File: src/rtl/ten_count_if.sv
// Decade counter handshake bundle: enable in,
// registered count and combinational carry out.
interface ten_count_if #(
  parameter int WIDTH = 4
);
  logic             en;
  logic [WIDTH-1:0] count;
  logic             co;

  modport master (
    output en,
    input  count,
    input  co
  );

  modport slave (
    input  en,
    output count,
    output co
  );
endinterface

File: src/rtl/ten_count.sv
// Mod-MODULUS counter with enable and carry out,
// cascadable by tying the next digit's en to co.
module ten_count #(
  parameter int MODULUS = 10,
  parameter int WIDTH   = 4
) (
  input  logic     clk,
  input  logic     rst,
  ten_count_if.slave bus
);

  localparam logic [WIDTH-1:0] LAST = WIDTH'(MODULUS - 1);

  logic [WIDTH-1:0] count_q;
  logic [WIDTH-1:0] count_d;

  // Next count: recover from illegal states, wrap at LAST, else step.
  always_comb begin
    count_d = count_q;
    unique case (1'b1)
      (count_q > LAST):
        count_d = '0;
      (bus.en && (count_q == LAST)):
        count_d = '0;
      (bus.en && (count_q < LAST)):
        count_d = count_q + WIDTH'(1);
      default:
        count_d = count_q;
    endcase
  end

  // Count register, cleared asynchronously by active-low rst.
  always_ff @(posedge clk or negedge rst) begin
    if (!rst) begin
      count_q <= '0;
    end else begin
      count_q <= count_d;
    end
  end

  assign bus.count = count_q;
  assign bus.co    = bus.en & (count_q == LAST);

endmodule

File: src/flat_wrapper.sv
// flat-port wrapper written by rule: the top's interface ports become plain ports
module ten_count_flat 
#(
  parameter int MODULUS = 10,
  parameter int WIDTH   = 4
)
  (clk, rst, bus_en, bus_count, bus_co);
  ten_count_if #(.WIDTH(WIDTH)) bus_i ();
  input  logic clk;
  input  logic rst;
  input wire logic [$bits(bus_i.en)-1:0] bus_en;
  output wire logic [$bits(bus_i.count)-1:0] bus_count;
  output wire logic [$bits(bus_i.co)-1:0] bus_co;
  assign bus_i.en = bus_en;
  assign bus_count = bus_i.count;
  assign bus_co = bus_i.co;
  ten_count #(.MODULUS(MODULUS), .WIDTH(WIDTH)) u_core (.clk(clk), .rst(rst), .bus(bus_i));
endmodule
File: config.mk
export PLATFORM = sky130hd
export DESIGN_NAME = ten_count_flat
export DESIGN_NICKNAME = d
export VERILOG_FILES = /design/src/rtl/ten_count_if.sv /design/src/rtl/ten_count.sv /design/src/flat_wrapper.sv
export SDC_FILE = /design/constraint.sdc
export NUM_CORES = 1
export LEC_CHECK = 0
export ABC_AREA = 1
export ABC_CLOCK_PERIOD_IN_PS = 1700
export BUFFER_PORTS_ARGS = -buffer_cell sky130_fd_sc_hd__clkbuf_2
export CORE_AREA = 2 2 39 41
export CTS_CLUSTER_DIAMETER = 50
export DETAILED_ROUTE_END_ITERATION = 12
export DIE_AREA = 0 0 41 43
export GPL_TIMING_DRIVEN = 0
export PLACE_DENSITY = 0.47
export RECOVER_POWER = 25
export SYNTH_ARGS = -nofsm -noshare
export SYNTH_HDL_FRONTEND = slang
export SYNTH_SLANG_ARGS = --single-unit
File: constraint.sdc
create_clock -name clk -period 1.7 [get_ports clk]
set_input_delay 0.255 -clock clk [delete_from_list [all_inputs] [get_ports clk]]
set_output_delay 0.255 -clock clk [all_outputs]
set_load 0.05 [all_outputs]
==> results of run 1 <==
-- routing by layer --
layer  routed length (um)  track usage (%)  vias to the layer above  part of all wire [%]
met2                  241            11.56                        9                    44
met3                   37            1.571                        2                   6.7
met4                   19            10.00                        0                   3.5
met1                  252            9.446                      108                    46
li1                     -                -                      130                     -
met5                    0                0                        -                     0
-- Yosys cell counts (all sizes together) --
cell   count
nor3       1
nand4      1
dfrtp      4
ha         3
nand2     10
nand3      7
inv        5
xor2       1
a21oi      1
-- final timing paths --
check / startpoint / to / slack, ns
max in group asynchronous: rst / u_core.bus.count[0]$_DFFE_PN0P_ / 1.15
min reg2reg: u_core.bus.count[0]$_DFFE_PN0P_ / u_core.bus.count[0]$_DFFE_PN0P_ / 0.61
max: u_core.bus.count[1]$_DFFE_PN0P_ / bus_co / 0.09
min in group clk: bus_en / u_core.bus.count[3]$_DFFE_PN0P_ / 0.42
max reg2reg: u_core.bus.count[0]$_DFFE_PN0P_ / u_core.bus.count[0]$_DFFE_PN0P_ / 0.51
min: rst / u_core.bus.count[3]$_DFFE_PN0P_ / 0.36
-- logic make-up after synthesis --
| logic type | synth area share [%] |
|---|---|
| buffers and inverters | 6.519 |
| adder cells (fa/ha/maj) | 13.04 |
| AO/OA/AOI/OAI | 5.654 |
| AND/OR/NAND/NOR | 36.96 |
| XOR/XNOR | 3.044 |
| flip-flops | 34.78 |
-- stage by stage --
step / hold slack [ns] / util, % / total power [mW] / std cells / setup slack (ns)
3_5_place_dp: 0.06387 / 25.68 / 0.6880 / 56 / 0.2672
3_3_place_gp: 0.06485 / 25.68 / 0.6840 / 56 / 0.2728
4_1_cts: 0.3407 / 28.30 / 0.8271 / 61 / 0.01494
2_1_floorplan: -0.04059 / - / 0.5868 / 33 / 0.02007
5_1_grt: 0.3980 / 28.39 / 0.8790 / 61 / 0.01226
6_report: 0.3633 / 28.39 / 0.8098 / 61 / 0.09219
-- power by group through the flow --
stage,clock network (mW),registers [mW],logic [mW]
floorplan,0,0.356,0.231
global placement,0,0.227,0.457
detailed placement,0,0.228,0.460
CTS,0.138,0.226,0.464
global route,0.144,0.235,0.500
finish,0.129,0.225,0.456
-- worst register-to-register path: stages (launching register included) --
cell and delay, ns:
dfrtp_2 0.45, inv_1 0.09, ha_1 0.19, nand2_4 0.08, a21oi_4 0.15, nand2_1 0.08
nand2_1 0.08
-- what timing repair did --
item                                    CTS  global route
gates resized for setup                   0             2
endpoints found under the setup margin    0             1
endpoints found under the hold margin     4             0
hold buffers                              1             0
-- cell type report --
cell class                      instances  area share (%)
Sequential cell                         4           25.80
Inverter                                5           4.777
Timing Repair Buffer                    8           11.78
Clock buffer                            4           6.688
Multi-Input combinational cell         24           45.86
Tap cell                               16           5.096
==> flow_summary.toml, run 1 <==
[timing]
fin_skew_ns = 0.007446
setup_viol = 0
hold_viol = 0
worst_pin_slew_ns = 0.2957
min_period_ns = 1.608
max-slew-margin-rel_pct = 80.29
period_share_pct = 94.58
setup_tns_ns = 0
rsz0062_at_grt = "no"
slew_viol_final = 0
clock.fmax_mhz = 622.0

[floorplan]
core-area_sq_um = 1384
die_h_um = 43
dieWidth_um = 41
rows = 14
start_util_pct = 20.80
io_pins = 8
die_area_sq_um = 1763

[power_and_ir_drop]
p_leak_nw = 0.2053
pwr-share-clk_pct = 15.9
power.switching_mw = 0.4492
switching_share_pct = 55.47
power_density_nw_per_um2 = 2061
p_comb_share_pct = 56.3
p_int_mw = 0.3606
ir_drop_mv = 0.5585
power_frac_seq_pct = 27.8

[placed_design]
dp_hpwl_um = 446.9
place_congestion = 0.6665
portBuffers = 7
placed_area_sq_um = 355.3

[clock_tree]
path_clk_slew_ns = 0.04
cts.sinks = 4
cts_root_buf = "clkbuf_4"
cts_max_level = 1
clock_path_buffers = 2
worstSkewPairLatency_ns = 0.24
post-cts-setup-buffers = 0
numCtsBuffers = 3
cts_tree = "yes"

[worst_setup_path]
cp-start-kind = "register"
path_buf_inv = 2
crit_type = "reg2out"
crit_chain = "inv_1 -> ha_1 -> nand2_2 -> nor3_4 -> clkbuf_4"
crit_arrival_ns = 1.35
crit_required_ns = 1.44
crit_family = "flip-flops"
end_kind = "output pin"
crit_path_max_fanout = 6
rr_worst_depth = 6
crit_slowest_cell = "dfrtp_1"
path_depth = 5
max_stage_delay_ns = 0.43

[cells_and_area]
finish.net_count = 52
layout_commonest_cell = "nand2_1"
multi_input_area_sq_um = 180.2
diodes = 0
ff_latch_area_sq_um = 101.3
syn2layout_area_growth_pct = 36.52
fillCellCount = 156
final_cell_area_sq_um = 392.9
layout_common_cells = "8 x nand2_1, 6 x nand3_1, 5 x clkbuf_2"
drive_above_1_share_pct = 35.56
largest_reg_flops = 4

[synthesis]
synth_cell_types = 13
netlist_area_sq_um = 287.8
syn_inst = 33
avgSynthCellArea_sq_um = 8.720
yosysWarningCount = 0
synth.top_cell.area_share_pct = 34.78
yosysTopAreaCell = "dfrtp_1"
ys_seq_area_share_pct = 34.78
synth_fp_nets = 39
synth-seq-cells = 4
synthTopCellsByArea = "dfrtp_1 35%, ha_1 13%, nand3_1 10%"

[drt]
drtAntennaViolNets = 0
via_count = 249
routed_wl_um = 550
drt_iter0_drc = 3
drcViolationCount = 0
dr.pass1.iters = 2
wl_per_cell_um = 9.016
viasPerCell = 4.082

[global_routing]
grt_pass1_wl_um = 945
antenna_found_initial = 0
grt_max_degree = 8
grt_use_total_pct = 8.468
grt-ovfl-total = 0
grt_pass1_vias = 251

[min_path]
hold_class = "in2async"

[run]
maxCapViolations = 0

[run_status]
status = "finished clean"
(Power assumes the default switching activity.)
==> run 2: changes to the inputs <==
--- a/config.mk
+++ b/config.mk
@@ -6,13 +6,13 @@
 export NUM_CORES = 1
 export LEC_CHECK = 0
 export ABC_AREA = 1
-export ABC_CLOCK_PERIOD_IN_PS = 1700
+export ABC_CLOCK_PERIOD_IN_PS = 1850
 export BUFFER_PORTS_ARGS = -buffer_cell sky130_fd_sc_hd__clkbuf_2
 export CORE_AREA = 2 2 39 41
 export CTS_CLUSTER_DIAMETER = 50
 export DETAILED_ROUTE_END_ITERATION = 12
 export DIE_AREA = 0 0 41 43
-export GPL_TIMING_DRIVEN = 0
+export GPL_TIMING_DRIVEN = 1
 export PLACE_DENSITY = 0.47
 export RECOVER_POWER = 25
 export SYNTH_ARGS = -nofsm -noshare
==> constraint.sdc (replaced) <==
create_clock -name clk -period 1.85 [get_ports clk]
set_input_delay 0.2775 -clock clk [delete_from_list [all_inputs] [get_ports clk]]
set_output_delay 0.2775 -clock clk [all_outputs]
set_load 0.05 [all_outputs]
==> run 2 against run 1 <==
  * Sequential share of layout area up 0.18 points
  * Cell area down 1.9%
  * Count of clock-buffer cells in the layout down 1
  * Sequential power down 9.8%
  * Clock power down 21%
  * Total power down 11%
  * Die area unchanged
  * Clock skew down 0.0053 ns
  * Critical path type unchanged
==> flow_summary.toml, run 2 (synthesized netlist as in run 1, its figures left out) <==
[worst_setup_path]
crit_arrival_ns = 1.38
worst_r2r_endpoint = "u_core.bus.count[3]$_DFFE_PN0P_"
crit_type = "reg2out"
crit_required_ns = 1.57
r2r-start = "u_core.bus.count[0]$_DFFE_PN0P_"
end_kind = "output pin"
cp-start-kind = "register"
crit_path_max_fanout = 6
reg2reg_slack_ns = 0.63
rr_worst_depth = 6

[run]
maxCapViolations = 0

[power_and_ir_drop]
p_leak_nw = 0.2050
totalPowerFinal_mw = 0.7210
power_density_nw_per_um2 = 1871
ir_drop_mv = 0.5491

[timing]
min_period_ns = 1.661
worst_pin_slew_ns = 0.3013
setup_viol = 0
clock.fmax_mhz = 602.0
fin_skew_ns = 0.002101
rsz0062_at_grt = "no"
slew_viol_final = 0
max-slew-margin-rel_pct = 79.91
setup_tns_ns = 0
period_share_pct = 89.79
hold_viol = 0

[drt]
via_count = 236
routed_wl_um = 508
viasPerCell = 3.933
drt_iter0_drc = 2
wl_per_cell_um = 8.467
dr.pass1.iters = 3
drtAntennaViolNets = 0
drcViolationCount = 0

[clock_tree]
cts_root_buf = "clkbuf_4"
clock_path_buffers = 2
cts.sinks = 4
cts_tree = "yes"
cts_max_level = 1
post-cts-setup-buffers = 0
cts_resized = 0
path_clk_slew_ns = 0.04
worstSkewPairLatency_ns = 0.23
numCtsBuffers = 3

[global_routing]
grt_use_total_pct = 7.871
grt-ovfl-total = 0
grt_pass1_wl_um = 903
antenna_found_initial = 0
grt_max_degree = 8
grt_pass1_vias = 222

[cells_and_area]
multi_input_area_sq_um = 180.2
ff_latch_area_sq_um = 100.1
layout_common_cells = "8 x nand2_1, 6 x nand3_1, 6 x clkbuf_2"
diodes = 0
finish.net_count = 52
final_cell_area_sq_um = 385.4
fillCellCount = 158
largest_reg_flops = 4
drive_above_1_share_pct = 34.09
syn2layout_area_growth_pct = 33.91
layout_commonest_cell = "nand2_1"

[floorplan]
start_util_pct = 20.80
die_h_um = 43
dieWidth_um = 41
rows = 14
die_area_sq_um = 1763
core-area_sq_um = 1384
io_pins = 8

[placed_design]
place_congestion = 0.7373
portBuffers = 7
placed_area_sq_um = 354.1
dp_hpwl_um = 422

[min_path]
hold_class = "in2async"

[run_status]
status = "finished clean"
==> run 2: cell count changes in the layout (fill, tap and decap cells not counted), sizes merged <==
| cell | previous run | this run |
|---|---|---|
| clkbuf | 11 | 10 |
==> run 2: cell type report <==
type / instances / area share (%)
flip-flops and latches: 4 / 25.97
clock buffers: 3 / 5.844
inverters: 5 / 4.870
repair buffers: 8 / 11.36
multi-input cells: 24 / 46.75
well taps: 16 / 5.195
==> run 2: worst max-delay path by stage <==
| stage | from | endpoint | slack [ns] | depth (start not counted) |
|---|---|---|---|---|
| floorplan | u_core.bus.count[0]$_DFFE_PN0P_ | bus_co | 0.13 | 3 |
| global placement | u_core.bus.count[1]$_DFFE_PN0P_ | bus_co | 0.43 | 5 |
| detailed placement | u_core.bus.count[1]$_DFFE_PN0P_ | bus_co | 0.41 | 5 |
| CTS | u_core.bus.count[1]$_DFFE_PN0P_ | bus_co | 0.16 | 5 |
| global route | u_core.bus.count[1]$_DFFE_PN0P_ | bus_co | 0.08 | 5 |
| finish | u_core.bus.count[1]$_DFFE_PN0P_ | bus_co | 0.19 | 5 |
==> run 2: power breakdown <==
| group | total (mW) | internal, mW | switching (mW) | leakage [nW] |
|---|---|---|---|---|
| clock | 0.102 | 0.0722 | 0.0303 | 0.0138 |
| combinational | 0.416 | 0.120 | 0.296 | 0.140 |
| sequential | 0.203 | 0.127 | 0.0760 | 0.0509 |
| total | 0.721 | 0.319 | 0.402 | 0.205 |
==> run 2: repair_timing <==
item	CTS	global route
hold buffers	1	0
endpoints found under the setup margin	0	0
hold endpoints to repair	4	0
==> run 2: stage by stage <==
step	std cells	utilization (%)	hold WS, ns	setup WS [ns]
floorplan	33	-	-0.01809	0.1251
global placement	56	25.59	0.08701	0.4264
detailed placement	56	25.59	0.08571	0.4121
CTS	60	27.94	0.3770	0.1621
global route	60	27.85	0.4259	0.08424
finish	60	27.85	0.4027	0.1888
==> run 2: metal layers <==
layer	vias up	global-route usage, %	wire length [um]
li1	130	-	-
met5	-	0	0
met3	0	3.141	25
met2	6	10.00	213
met1	100	10.13	269
met4	0	6.000	0
==> run 2: worst max-delay path, cell delays in order (launching register included) <==
cell and delay (ns):
dfrtp_1 0.42, inv_1 0.10, ha_1 0.16, nand2_2 0.09, nor3_4 0.10, clkbuf_2 0.29
